`config.mk`:
```
export PLATFORM = sky130hd
export DESIGN_NAME = ascon_perm_ctrl_2rc
export DESIGN_NICKNAME = d
export VERILOG_FILES = /design/src/rtl/ascon_perm_ctrl_2rc.sv
export SDC_FILE = /design/constraint.sdc
export NUM_CORES = 1
export LEC_CHECK = 0
export CELL_PAD_IN_SITES_DETAIL_PLACEMENT = 1
export CELL_PAD_IN_SITES_GLOBAL_PLACEMENT = 2
export CORE_AREA = 2 2 498 500
export DETAILED_ROUTE_END_ITERATION = 8
export DIE_AREA = 0 0 500 502
export PLACE_DENSITY = 0.39
export SETUP_SLACK_MARGIN = 0.2
export SLEW_MARGIN = 20
export SYNTH_ARGS = -nofsm -noshare
export SYNTH_HDL_FRONTEND = slang
export SYNTH_SLANG_ARGS = --single-unit
```
`constraint.sdc`:
```
create_clock -name clk -period 6.6 [get_ports clk]
set_clock_uncertainty 0.2 [all_clocks]
set_input_delay 1.32 -clock clk [delete_from_list [all_inputs] [get_ports clk]]
set_output_delay 1.32 -clock clk [all_outputs]
set_load 0.005 [all_outputs]
```
`src/rtl/ascon_perm_ctrl_2rc.sv`:
```
`default_nettype none
// +--------------------------------------------------------------------------+
// | Module      : ascon_perm_ctrl_2rc                                        |
// | Description : Sequencer for an external two-rounds-per-cycle Ascon       |
// |               permutation datapath. It accepts a 5x64 state, runs 12, 8  |
// |               or 6 rounds as NR/2 double-round cycles, and holds the     |
// |               registered result until the consumer takes it.             |
// | Revision    : 1.0  initial release                                       |
// +--------------------------------------------------------------------------+
module ascon_perm_ctrl_2rc #(
  parameter int DW = 64
) (
  input  logic          clk,
  input  logic          rst,
  input  logic          in_valid,
  output logic          in_ready,
  input  logic [1:0]    rounds,
  input  logic [DW-1:0] s_in0,
  input  logic [DW-1:0] s_in1,
  input  logic [DW-1:0] s_in2,
  input  logic [DW-1:0] s_in3,
  input  logic [DW-1:0] s_in4,
  output logic          out_valid,
  input  logic          out_ready,
  output logic [DW-1:0] s_out0,
  output logic [DW-1:0] s_out1,
  output logic [DW-1:0] s_out2,
  output logic [DW-1:0] s_out3,
  output logic [DW-1:0] s_out4,
  input  logic          abort,
  output logic          dp_intial,
  output logic          dp_inc,
  output logic [3:0]    dp_constti,
  output logic [DW-1:0] dp_Xi0,
  output logic [DW-1:0] dp_Xi1,
  output logic [DW-1:0] dp_Xi2,
  output logic [DW-1:0] dp_Xi3,
  output logic [DW-1:0] dp_Xi4,
  input  logic [DW-1:0] dp_Xo0,
  input  logic [DW-1:0] dp_Xo1,
  input  logic [DW-1:0] dp_Xo2,
  input  logic [DW-1:0] dp_Xo3,
  input  logic [DW-1:0] dp_Xo4
);

  localparam logic [1:0] c_IDLE = 2'd0;
  localparam logic [1:0] c_RUN  = 2'd1;
  localparam logic [1:0] c_DONE = 2'd2;

  logic [1:0]    r_state;
  logic [2:0]    r_cnt;
  logic          r_out_valid;
  logic [DW-1:0] r_s_out0;
  logic [DW-1:0] r_s_out1;
  logic [DW-1:0] r_s_out2;
  logic [DW-1:0] r_s_out3;
  logic [DW-1:0] r_s_out4;

  logic          w_idle;
  logic [2:0]    w_half;
  logic [3:0]    w_const;

  assign w_idle = (r_state == c_IDLE);

  // Decode the round-count field into double-round count and first constant index
  always_comb begin
    w_half  = 3'd6;
    w_const = 4'd0;
    case (rounds)
      2'b01: begin
        w_half  = 3'd4;
        w_const = 4'd4;
      end
      2'b10: begin
        w_half  = 3'd3;
        w_const = 4'd6;
      end
      default: begin
        w_half  = 3'd6;
        w_const = 4'd0;
      end
    endcase
  end

  // Handshake and datapath steering, all decoded from the current state
  always_comb begin
    in_ready   = w_idle;
    // State is already IDLE during reset; rst gating keeps the load strobe quiet
    // even if a requester holds in_valid high while reset is asserted.
    dp_intial  = rst & w_idle & in_valid;
    dp_constti = dp_intial ? w_const : 4'd0;
    dp_inc     = (r_state == c_RUN) && (r_cnt > 3'd1);
    if (w_idle) begin
      dp_Xi0 = s_in0;
      dp_Xi1 = s_in1;
      dp_Xi2 = s_in2;
      dp_Xi3 = s_in3;
      dp_Xi4 = s_in4;
    end else begin
      dp_Xi0 = dp_Xo0;
      dp_Xi1 = dp_Xo1;
      dp_Xi2 = dp_Xo2;
      dp_Xi3 = dp_Xo3;
      dp_Xi4 = dp_Xo4;
    end
  end

  // Control FSM with double-round counter and result register
  always_ff @(posedge clk or negedge rst) begin
    if (!rst) begin
      r_state     <= c_IDLE;
      r_cnt       <= 3'd0;
      r_out_valid <= 1'b0;
      r_s_out0    <= '0;
      r_s_out1    <= '0;
      r_s_out2    <= '0;
      r_s_out3    <= '0;
      r_s_out4    <= '0;
    end else if (abort) begin
      // Cancel wins over accept and completion; the last result stays visible.
      r_state     <= c_IDLE;
      r_cnt       <= 3'd0;
      r_out_valid <= 1'b0;
    end else begin
      case (r_state)
        c_IDLE: begin
          if (in_valid) begin
            r_state <= c_RUN;
            r_cnt   <= w_half;
          end
        end
        c_RUN: begin
          if (r_cnt > 3'd1) begin
            r_cnt <= r_cnt - 3'd1;
          end else begin
            // Last double round is on dp_Xo now: capture it directly.
            r_s_out0    <= dp_Xo0;
            r_s_out1    <= dp_Xo1;
            r_s_out2    <= dp_Xo2;
            r_s_out3    <= dp_Xo3;
            r_s_out4    <= dp_Xo4;
            r_out_valid <= 1'b1;
            r_cnt       <= 3'd0;
            r_state     <= c_DONE;
          end
        end
        c_DONE: begin
          if (out_ready) begin
            r_out_valid <= 1'b0;
            r_state     <= c_IDLE;
          end
        end
        default: begin
          r_state     <= c_IDLE;
          r_cnt       <= 3'd0;
          r_out_valid <= 1'b0;
        end
      endcase
    end
  end

  assign out_valid = r_out_valid;
  assign s_out0    = r_s_out0;
  assign s_out1    = r_s_out1;
  assign s_out2    = r_s_out2;
  assign s_out3    = r_s_out3;
  assign s_out4    = r_s_out4;

endmodule
`default_nettype wire

```
# Yosys cells after proc, flatten, opt, wreduce, memory -nomap -nowiden
# Cells that the tools add are included.
[totals] output_inout_bits=648 elab_cells=50 ramBits=0 memories=0 inputBits=647 register_bits=326 rom_bits=0 latch_bits=0
[classes] shift=0 reduce_logical=6 n_eq_ne=9 add_sub_neg=1 bitwise=4 n_div=0 n_mul=0 muxes=21 magnitude_cmp=1
[op_table] operator="$mux W64" count=5
[op_table] operator="$pmux W3 S2" count=2
[op_table] operator="$mux W3" count=3
[op_table] operator="$ne A3 B3 Y1 const B" count=3
[op_table] operator="$pmux W3 S3" count=1
[op_table] operator="$reduce_and A3 Y1" count=3
[op_table] operator="$mux W2" count=4
[op_table] operator="$pmux W2 S3" count=1
[op_table] operator="$eq A2 B1 Y1 const B" count=2
[op_table] operator="$eq A2 B2 Y1 const B" count=2
[op_table] operator="$mux W4" count=1
[op_table] operator="$ne A2 B2 Y1 const B" count=2
[op_table] operator="$gt A3 B1 Y1 const B" count=1
[op_table] operator="$mux W1" count=3
[op_table] operator="$pmux W1 S3" count=1
[op_table] operator="$sub A3 B1 Y3 const B" count=1
[op_table] operator="$and A1 B1 Y1" count=2
[op_table] operator="$logic_not A2 Y1" count=1
[op_table] operator="$not A1 Y1" count=2
[op_table] operator="$reduce_and A2 Y1" count=1
[op_table] operator="$logic_and A1 B1 Y1" count=1

# Depth between registers and ports, before layout
# Gate-level depths: netlist of run 1.
[logic_depth] depth_word=5 mapped_depth=8 depth_no_buf=5

# Worst setup path before layout of run 1
# No wires, ideal clock.
[synth_path] kind="in2out" from="input rounds[0]" to="output dp_constti[2]" required_ns=5.080 t_arrival_ns=1.756 stages=3 slack_ns=3.324 path_cell_list="inv_1 > ha_1 > nor2b_1"
[synth_between] elab_chain_cells=3 elab_cells_between_ends=4 classes_between="eq/ne: 2; mux: 2"
[synth_lines] item="start: declaration" line="17" text="input logic [1:0] rounds,"
[synth_lines] item="$eq A2 B2 Y1 or $eq A2 B1 Y1 (tied branches)" line="69" text="case (rounds)"
[synth_lines] item="$pmux W3 S2 (*)" line="69"
[synth_lines] item="$mux W4 (*)" line="91" text="dp_constti = dp_intial ? w_const : 4'd0;"
[synth_lines] item="end: declaration" line="33" text="output logic [3:0] dp_constti,"
# Mark *: on every way between the ends. The rest lies on a longest branch, timed or not.

# Worst setup path after layout of run 1
[layout_path] from="register r_state[1]" to="output dp_Xi4[19]"
[layout_between] elab_chain_cells=2
[layout_lines] item="start: declaration" line="50" text="logic [1:0] r_state;"
[layout_lines] item="start signal: assignment" line="111" text="r_state <= c_IDLE;"
[layout_lines] item="start signal: assignment" line="121" text="r_state <= c_IDLE;"
[layout_lines] item="start signal: assignment" line="128" text="r_state <= c_RUN;"
[layout_lines] item="$logic_not A2 Y1" line="63" text="assign w_idle = (r_state == c_IDLE);"
[layout_lines] item="$mux W64" line="93" text="if (w_idle) begin"
[layout_lines] item="end: declaration" line="38" text="output logic [DW-1:0] dp_Xi4,"
# Every way passes these cells.

==> reports/qor.txt, run 1 <==
Status = finished, final reports clean
Routed via count = 15100
Die ar. = 251000 µm²
Area fraction of the dominant cell type after synthesis = 46.6%
Pwr Density = 377 nW/µm²
FF/Latch Area = 8160 µm²
Tot Pwr = 13.4 mW
Minimum clock period = 4.87 ns
Hold path depth = 1
Post-layout util = 14.5%
Worst Tran Pin Value = 1.07 ns
WP depth = 5
Mapped Avg Cell Area = 16.2 µm²
Static leakage = 14.2 nW
CTS tree = yes
Root buffer cell = clkbuf_16
Detailed-routed wire length on met3 = 20600 µm
Largest cells by area after synthesis = dfrtp_1 47%, mux2_4 25%, mux2_2 23%, buf_12 2.5%, buf_2 0.91%
First-pass GRT wire length = 193000 µm
Final Hold Viols = 0
Post-DP HPWL = 134000 µm
# Max-Cap Violations = 0
Vias in the first global route = 16700
Fill count = 27900
Clock buffer count from CTS = 49
Largest area contributor in the netlist = dfrtp_1
Most frequent cell after synthesis = mux2_2
Hold_buf cts = 0
Peak VDD IR = 0.000202 V
Endpoint class of the critical path = output port
Placed Area = 34000 µm²
CP Buf/Inv Count = 3
Largest net degree at the start of global routing = 116
First drt pass iteration count = 4
Wire per inst = 27.6 µm
Initial antenna violation count = 72
Hold Crit Class = flip-flop to flip-flop
Die height = 502 µm
Row cnt = 182
WHS = 0.301 ns
DR top layer = met5
# setup viols final = 0
Post-synth ARST share = 100%
Yosys warnings = 0
Max frequency = 0.206 GHz
Worst-path cell chain = nor2_4 -> buf_12 -> buf_12 -> mux2_2 -> clkdlybuf4s50_1
Crit-path leading delay family = buffers and inverters
Die width = 500 µm
Slew headroom = 28.6%
Post-Syn Instances = 1082
Met1 wire length = 60100 µm
Number of synthesized flops with an enable pin = 0
Post-Layout Inst Area = 35700 µm²
Max Root-Sink Buffers = 3
Cell mode on critical path = buf_12
Post-Place Cells = 5546
Clock sinks = 326
Ys flop type = dfrtp_1
CP Max Fanout = 110
Vias/cell = 2.67
Multi-input combinational cell area = 8570 µm²
Pins Over Slew Limit = 0
Share of post-route cells with drive strength above 1 = 30.9%
CP Class = flip-flop to output port
Sequential fraction of the synthesis area = 46.6%
Drt initial violations = 503
Total setup buffers inserted after CTS = 0
RSZ-0062 raised after global routing = no
Clock-pin transition on the worst setup and hold timing paths = 0.06 ns
Routed WL = 156000 µm
TNS Setup = 0 ns
Initial Util = 7.14%
Yosys cell types = 32
Worst r2r path cells = 5
DR WL met2 = 72000 µm
Max incr delay on CP = 0.51 ns
Final worst slack = 1.73 ns
Placement Setup Slack = 1.91 ns
Flops & latches, synth = 326
P&R area growth vs syn = 104%
Finished Layout Cells = 5651
GRT overflow = 0
DRT antenna net count = 0
Routability Congestion = 0.775
Residual DRC count = 0
Critical Path AT = 3.35 ns
Total Routing Usage GR = 11.9%
IO Port Bufs = 1292
Resized cells post-CTS = 0
Worst EP required = 5.08 ns
Slowest-stage cell, CP = clkdlybuf4s50_1
Cell area after synthesis = 17500 µm²
Critical Path Start Type = flip-flop
Top post-synthesis cells by count = 351 x mux2_2, 326 x dfrtp_1, 289 x mux2_4, 32 x buf_2, 22 x buf_12
Clk Latency, worst-skew pair = 0.65 ns
Total core area = 245000 µm²
Io pins = 1295
H-tree levels = 2
Total Nets Final = 3029
Period utilization = 73.7%
worst register-to-register path: cells and delay by family (launching register included):
family	cells	cell delay [ns]
muxes	1	0.55
and+or+nand+nor	1	0.61
DFF	1	0.42
adders and majority gates	1	0.21
buffers and inverters	1	0.61
AOI/OAI and AO/OA	1	0.27
power by group:
part	leakage, nW	total, mW	internal, mW	switching [mW]
Combinational	9.50	6.94	4.19	2.76
Clock	0.789	2.72	1.60	1.12
Sequential	3.91	3.77	3.00	0.765
Total	14.2	13.4	8.78	4.65
layer usage:
layer | global-route usage, % | vias up
met5 | 0 | -
met4 | 2.35 | 40
met3 | 6.44 | 137
met2 | 19.5 | 908
met1 | 13.7 | 7411
li1 | - | 6599
worst paths after layout:
path,startpoint,end,slack [ns]
setup / recovery,r_state[1],dp_Xi4[19],1.73
hold / removal,s_out0[33],s_out0[33],0.30
setup reg to reg,r_cnt[0],s_out0[36],3.62
hold reg to reg,s_out0[33],s_out0[33],0.30
max in group asynchronous,rst,s_out0[19],4.08
min in group asynchronous,rst,s_out3[20],0.34
area by class of cell:
type	instances	area share, %
timing repair buffer	1318	37.1
multi-input combinational	677	24.0
sequential	326	22.9
tap	3220	11.3
clock buffer	74	4.10
clock inverter	11	0.379
antenna	20	0.140
inverter	5	0.0526
cell usage in the layout, fill, tap and decap left out, drive strengths merged:
cell type | synthesis | final
diode | 0 | 20
nor4 | 1 | 1
nor3b | 1 | 1
clkdlybuf4s50 | 0 | 1291
o211ai | 1 | 1
clkbuf | 8 | 74
o2bb2ai | 1 | 1
nor2 | 5 | 5
or3 | 2 | 2
clkinv | 0 | 8
o21ba | 1 | 1
mux2i | 2 | 2
inv | 5 | 6
o31ai | 1 | 1
conb | 1 | 2
o41ai | 1 | 1
or3b | 1 | 1
nor2b | 4 | 4
ha | 5 | 5
o21a | 1 | 1
or4 | 1 | 1
mux2 | 640 | 640
a21oi | 2 | 2
nand2b | 1 | 1
o32ai | 1 | 1
nand3b | 1 | 1
buf | 67 | 27
bufinv | 0 | 2
dfrtp | 326 | 326
and2 | 1 | 1
and3 | 1 | 1
registers in the layout, indices dropped and copies added (netlist names):
name / cells
s_out0: 64
s_out1: 64
s_out2: 64
s_out3: 64
s_out4: 64
r_cnt: 3
r_state: 2
out_valid: 1
logic make-up (layout without fill, tap and decap cells):
kind of cell	after synthesis	after routing	synth area share, %
adders and majority gates	5	5	0.357
AOI/OAI and AO/OA	9	9	0.393
buffers and inverters	80	1408	4.52
other	1	22	0.0214
and+or+nand+nor	19	19	0.665
DFF	326	326	46.6
muxes	642	642	47.5
(Power assumes the default switching activity.)
==> run 2, diff against run 1 <==
--- a/config.mk
+++ b/config.mk
@@ -7,9 +7,9 @@
 export LEC_CHECK = 0
 export CELL_PAD_IN_SITES_DETAIL_PLACEMENT = 1
 export CELL_PAD_IN_SITES_GLOBAL_PLACEMENT = 2
-export CORE_AREA = 2 2 498 500
+export CORE_AREA = 2 2 505 507
 export DETAILED_ROUTE_END_ITERATION = 8
-export DIE_AREA = 0 0 500 502
+export DIE_AREA = 0 0 507 509
 export PLACE_DENSITY = 0.39
 export SETUP_SLACK_MARGIN = 0.2
 export SLEW_MARGIN = 20
==> constraint.sdc (replaced) <==
create_clock -name clk -period 4.4 [get_ports clk]
set_clock_uncertainty 0.2 [all_clocks]
set_input_delay 0.88 -clock clk [delete_from_list [all_inputs] [get_ports clk]]
set_output_delay 0.88 -clock clk [all_outputs]
set_load 0.005 [all_outputs]
==> reports/qor.txt, run 2 (synthesis results as in run 1) <==
Status = finished, final reports clean
Minimum clock period = 4.02 ns
# Max-Cap Violations = 0 (unchanged)
Share of post-route cells with drive strength above 1 = 31.8% (+0.96 points)
Tot Pwr = 20.6 mW (+53%)
Post-DP HPWL = 137000 µm (+2.9%)
Io pins = 1295 (unchanged)
Die height = 509 µm (+1.4%)
Reg2reg end = s_out2[26]
Largest net degree at the start of global routing = 108 (-6.9%)
Die ar. = 258000 µm² (+2.8%)
Routability Congestion = 0.812 (+4.7%)
Peak VDD IR = 0.000256 V (+27%)
Pins Over Slew Limit = 0 (unchanged)
Root buffer cell = clkbuf_16
Final Hold Viols = 0 (unchanged)
# setup viols final = 0 (unchanged)
Clock sinks = 326 (unchanged)
First-pass GRT wire length = 197000 µm (+1.7%)
RSZ-0062 raised after global routing = no
Total Nets Final = 3052 (+0.76%)
Static leakage = 14.4 nW (+1.5%)
GRT overflow = 0 (unchanged)
Initial Util = 6.93% (-0.21 points)
Routed WL = 159000 µm (+2.3%)
Critical Path Start Type = flip-flop
Worst r2r path cells = 7 (+2)
Fill count = 28900 (+3.4%)
Placement Setup Slack = 0.554 ns (-1.35 ns)
Worst setup endpoint = dp_Xi4[29]
Clk Latency, worst-skew pair = 0.63 ns (-0.02 ns)
Worst EP required = 3.32 ns (-1.76 ns)
Commonest non-fill, non-tap cell in the layout = clkdlybuf4s50_1
IO Port Bufs = 1292 (unchanged)
Endpoint class of the critical path = output port
RR Startpoint = r_cnt[1]
Post-Layout Inst Area = 36300 µm² (+1.7%)
Clock buffer count from CTS = 51 (+4.1%)
Residual DRC count = 0 (unchanged)
Wire per inst = 27.3 µm (-0.99%)
Slew headroom = 35.5% (+7.0 points)
Initial antenna violation count = 85 (+18%)
WHS = 0.181 ns (-0.119 ns)
H-tree levels = 2 (unchanged)
Critical path startpoint = r_state[0]
Die width = 507 µm (+1.4%)
CP Max Fanout = 31 (-72%)
First drt pass iteration count = 4 (unchanged)
Max Root-Sink Buffers = 3 (unchanged)
Post-Place Cells = 5710 (+3.0%)
Vias in the first global route = 16800 (+0.63%)
Routed via count = 15300 (+1.2%)
Pwr Density = 568 nW/µm² (+51%)
Max frequency = 0.249 GHz
Reg2Reg Setup Slack = 1.61 ns (-2.01 ns)
Most frequent cells in the layout = 1291 x clkdlybuf4s50_1, 351 x mux2_2, 326 x dfrtp_1
CP Class = flip-flop to output port
Drt initial violations = 657 (+31%)
Critical Path AT = 2.94 ns (-0.41 ns)
Total core area = 253000 µm² (+3.1%)
Vias/cell = 2.62 (-2.0%)
Hold Crit Class = input pin to async pin
Row cnt = 185 (+1.6%)
Period utilization = 91.4%
P&R area growth vs syn = 107%
Total Routing Usage GR = 11.8% (-0.10 points)
CTS tree = yes
Finished Layout Cells = 5838 (+3.3%)
DRT antenna net count = 0 (unchanged)
Clock-pin transition on the worst setup and hold timing paths = 0.06 ns (about the same)
Worst Tran Pin Value = 0.967 ns (-0.105 ns)
Post-layout util = 14.3% (-0.20 points)
TNS Setup = 0 ns (unchanged)
Final worst slack = 0.377 ns (-1.36 ns)
Placed Area = 34400 µm² (+1.0%)
[run 2: power breakdown]
group | total (mW) | internal [mW] | leakage, nW | switching, mW
Combinational | 10.5 | 6.34 | 9.63 | 4.21
Sequential | 5.62 | 4.50 | 3.91 | 1.12
Clock | 4.41 | 2.67 | 0.867 | 1.74
Total | 20.6 | 13.5 | 14.4 | 7.07
[run 2: worst min path at each step]
stage	endpoint	startpoint	slack, ns
floorplan	r_state[0]	r_state[1]	0.30
global placement	s_out0[24]	s_out0[24]	0.29
detailed placement	s_out0[18]	s_out0[18]	0.29
CTS	s_out3[34]	rst	0.17
global route	s_out3[34]	rst	0.19
finish	s_out3[34]	rst	0.18
[run 2: repair_timing]
item,in CTS,in global routing
endpoints found under the setup margin,29,2
cloned,1,1
hold endpoints to repair,0,0
hold buffers,0,0
buffers inserted,0,1
pin swaps,0,1
gates resized for setup,1,0
[run 2: layer usage]
layer	up-vias	part of all wire [%]	global-route usage, %
li1	6682	-	-
met1	7436	37	13.2
met2	951	46	19.1
met3	154	15	7.23
met4	58	1.9	2.35
met5	-	0.22	0
[run 2: critical path, cell delays in order (launching register included)]
cell and delay [ns]:
dfrtp_1 0.48, nor2_4 0.22, buf_12 0.25, bufbuf_16 0.43
mux2_2 0.36, clkdlybuf4s50_1 0.50
[run 2: layout make-up]
cell class              count  area [µm²]  area share [%]
multi-input cells         677        8570            23.6
flip-flops and latches    326        8160            22.5
inverters                   5        18.8          0.0518
repair buffers           1339       13500            37.1
clock buffers              66        1410            3.90
diodes                     33        82.6           0.228
clock inverters            26         334           0.921
well taps                3366        4210            11.6
==> run 3, diff against run 2 <==
--- a/config.mk
+++ b/config.mk
@@ -5,6 +5,7 @@
 export SDC_FILE = /design/constraint.sdc
 export NUM_CORES = 1
 export LEC_CHECK = 0
+export CAP_MARGIN = 10
 export CELL_PAD_IN_SITES_DETAIL_PLACEMENT = 1
 export CELL_PAD_IN_SITES_GLOBAL_PLACEMENT = 2
 export CORE_AREA = 2 2 505 507
==> results of run 3 <==
Final layout, timing and power as in run 2 (identical DEF).
==> RTL edit: new RTL, flow settings as in run 2 <==
The parameter `DW` goes from 64 to 56.
--- a/src/rtl/ascon_perm_ctrl_2rc.sv
+++ b/src/rtl/ascon_perm_ctrl_2rc.sv
@@ -10,3 +10,3 @@
 module ascon_perm_ctrl_2rc #(
-  parameter int DW = 64
+  parameter int DW = 56
 ) (
Ports: changed (20 resized); port bits go from 1295 to 1135. No check against the original RTL was run, so the function may have changed too.
==> RTL edit against run 2 <==
Design area is 12% lower; global-route usage is 0.91 points lower; power is 13% lower; combinational power is 14% lower; sequential cell count is 40 lower; worst setup slack worse by 0.067 ns; area after synthesis is 18% lower; routed wire length is 8.4% lower; clock power is 9.3% lower; non-clock buffer count is 170 lower; final cell count is 5.2% lower; register-to-register slack worse by 0.06 ns; critical path type unchanged; largest cell class unchanged; largest power group unchanged; highest routed layer unchanged.
==> RTL edit: results (changes against run 2) <==
* Final wirelength: 146000 um (-8.4%)
- The critical path ends at dp_Xi4[42].
* Fraction of area in registers: 0.225 (+0.000393)
- Maximum number of pins on one net before global-route repair: 107 (-0.93%)
- The first-pass GRT wire length was 180000 um (-8.7%).
* Fraction of the yosys area taken by sequential cells: 0.496 (+0.0300)
- Via count of the routed design: 13500 (-12%)
- The average footprint of a synthesized cell is 15.2 um2 (-6.3%).
* Worst-case setup slack after placement: 0.825 ns (+0.271 ns)
- Number of diodes: 25 (-24%)
- The utilization after layout was 0.126 (-0.0178).
- Critical Path Fanout Max: 32 (+3.2%)
- Share of cells above drive strength 1: 0.315 (-0.00348)
* Most frequent cells after synthesis: 471 x sky130_fd_sc_hd__mux2_2, 286 x sky130_fd_sc_hd__dfrtp_1, 89 x sky130_fd_sc_hd__mux2_4
- Number of DRC markers after the initial detailed-route iteration: 406 (-38%)
- Yosys warning total: 0 (unchanged)
- Async set-reset flop share out of synthesis: 1.00 (unchanged)
* Clock buffer count: 66 (unchanged)
- Wire length on met3: 26700 um (+11%)
* HPWL after DPL: 129000 um (-6.4%)
- Worst relative slew slack: 0.377 (+0.0217)
- The post-cts resize count is 2 (+1).
- Placement Cell Area: 0.0301 mm2 (-13%)
* CP Data Arrival Time: 3.01 ns (+0.07 ns)
- Comb_multi_in: 597 (-12%)
- The endpoint identified for the worst register-to-register timing path is s_out1[23]$_DFFE_PN0P_.
- The count of placed standard cells including taps came to 5422 (-5.0%).
* Share of cell area taken by multi-input logic gates: 0.218 (-0.0185)
* Number of antenna violations at the first check in global routing: 96 (+13%)
- The post-synthesis register bit count was 286 (-12%).
* Vias/cell: 2.44 (-6.8%)
* Nets: 2678 (-12%)
* Slowest cell delay on critical path: 0.48 ns (-0.02 ns)
- The met2 wire length was 65300 um (-10%).
- The area fraction of clock buffers and clock inverters is 0.0501 (+0.00187).
* Gp weighted congestion: 0.773 (-4.9%)
* Non-clock buffer area fraction after layout: 0.371 (about the same)
- The hold slack came to 0.107 ns (-0.0744 ns).
- Status: complete, no violations
* Non-CTS buffers: 1169 (-13%)
- The worst setup slack for register-to-register paths is 1.55 ns (-0.06 ns).
- Worst-case setup margin in the final layout: 0.310 ns (-0.0666 ns)
- Main area contributors after synthesis: sky130_fd_sc_hd__dfrtp_1 50%, sky130_fd_sc_hd__mux2_2 37%, sky130_fd_sc_hd__mux2_4 9.3%
- Distinct cell type count of the synthesized netlist: 31 (-3.1%)
* Vias in the first global route: 15100 (-11%)
- Leakage power figure: 11.8 nW (-18%)
* Filler instances: 29100 (+0.65%)
* Clk Latency, worst-skew pair: 0.65 ns (+0.02 ns)
- The largest voltage drop on the vdd net was 0.000263 V (+2.7%).
* Port-buffer cells: 1132 (-12%)
- Tracing the worst setup path back leads to its startpoint at r_state[1]$_DFFE_PN0P_.
RTL edit: cell count changes after synthesis, sizes merged:
cell	change
dfrtp	-40
buf	-35
clkbuf	+25
mux2	-80
RTL edit: per-layer routing:
layer | vias to the layer above | track usage
met1 | 6500 | 0.109
met4 | 54 | 0.0199
met5 | - | 0
met2 | 928 | 0.176
met3 | 169 | 0.0897
li1 | 5854 | -
RTL edit: logic make-up after synthesis:
logic type / Yosys count / synth area share
AND/OR/NAND/NOR: 19 / 0.00780
flip-flops: 286 / 0.496
adder cells (fa/ha/maj): 5 / 0.00433
multiplexers: 562 / 0.461
other: 1 / 0.000260
AO/OA/AOI/OAI: 9 / 0.00477
buffers and inverters: 70 / 0.0256
RTL edit: report_power, final:
group,switching (mW),total (mW),internal [mW]
Clock,1.64,4.00,2.36
Combinational,3.89,9.00,5.11
Sequential,0.876,4.82,3.94
Total,6.41,17.8,11.4
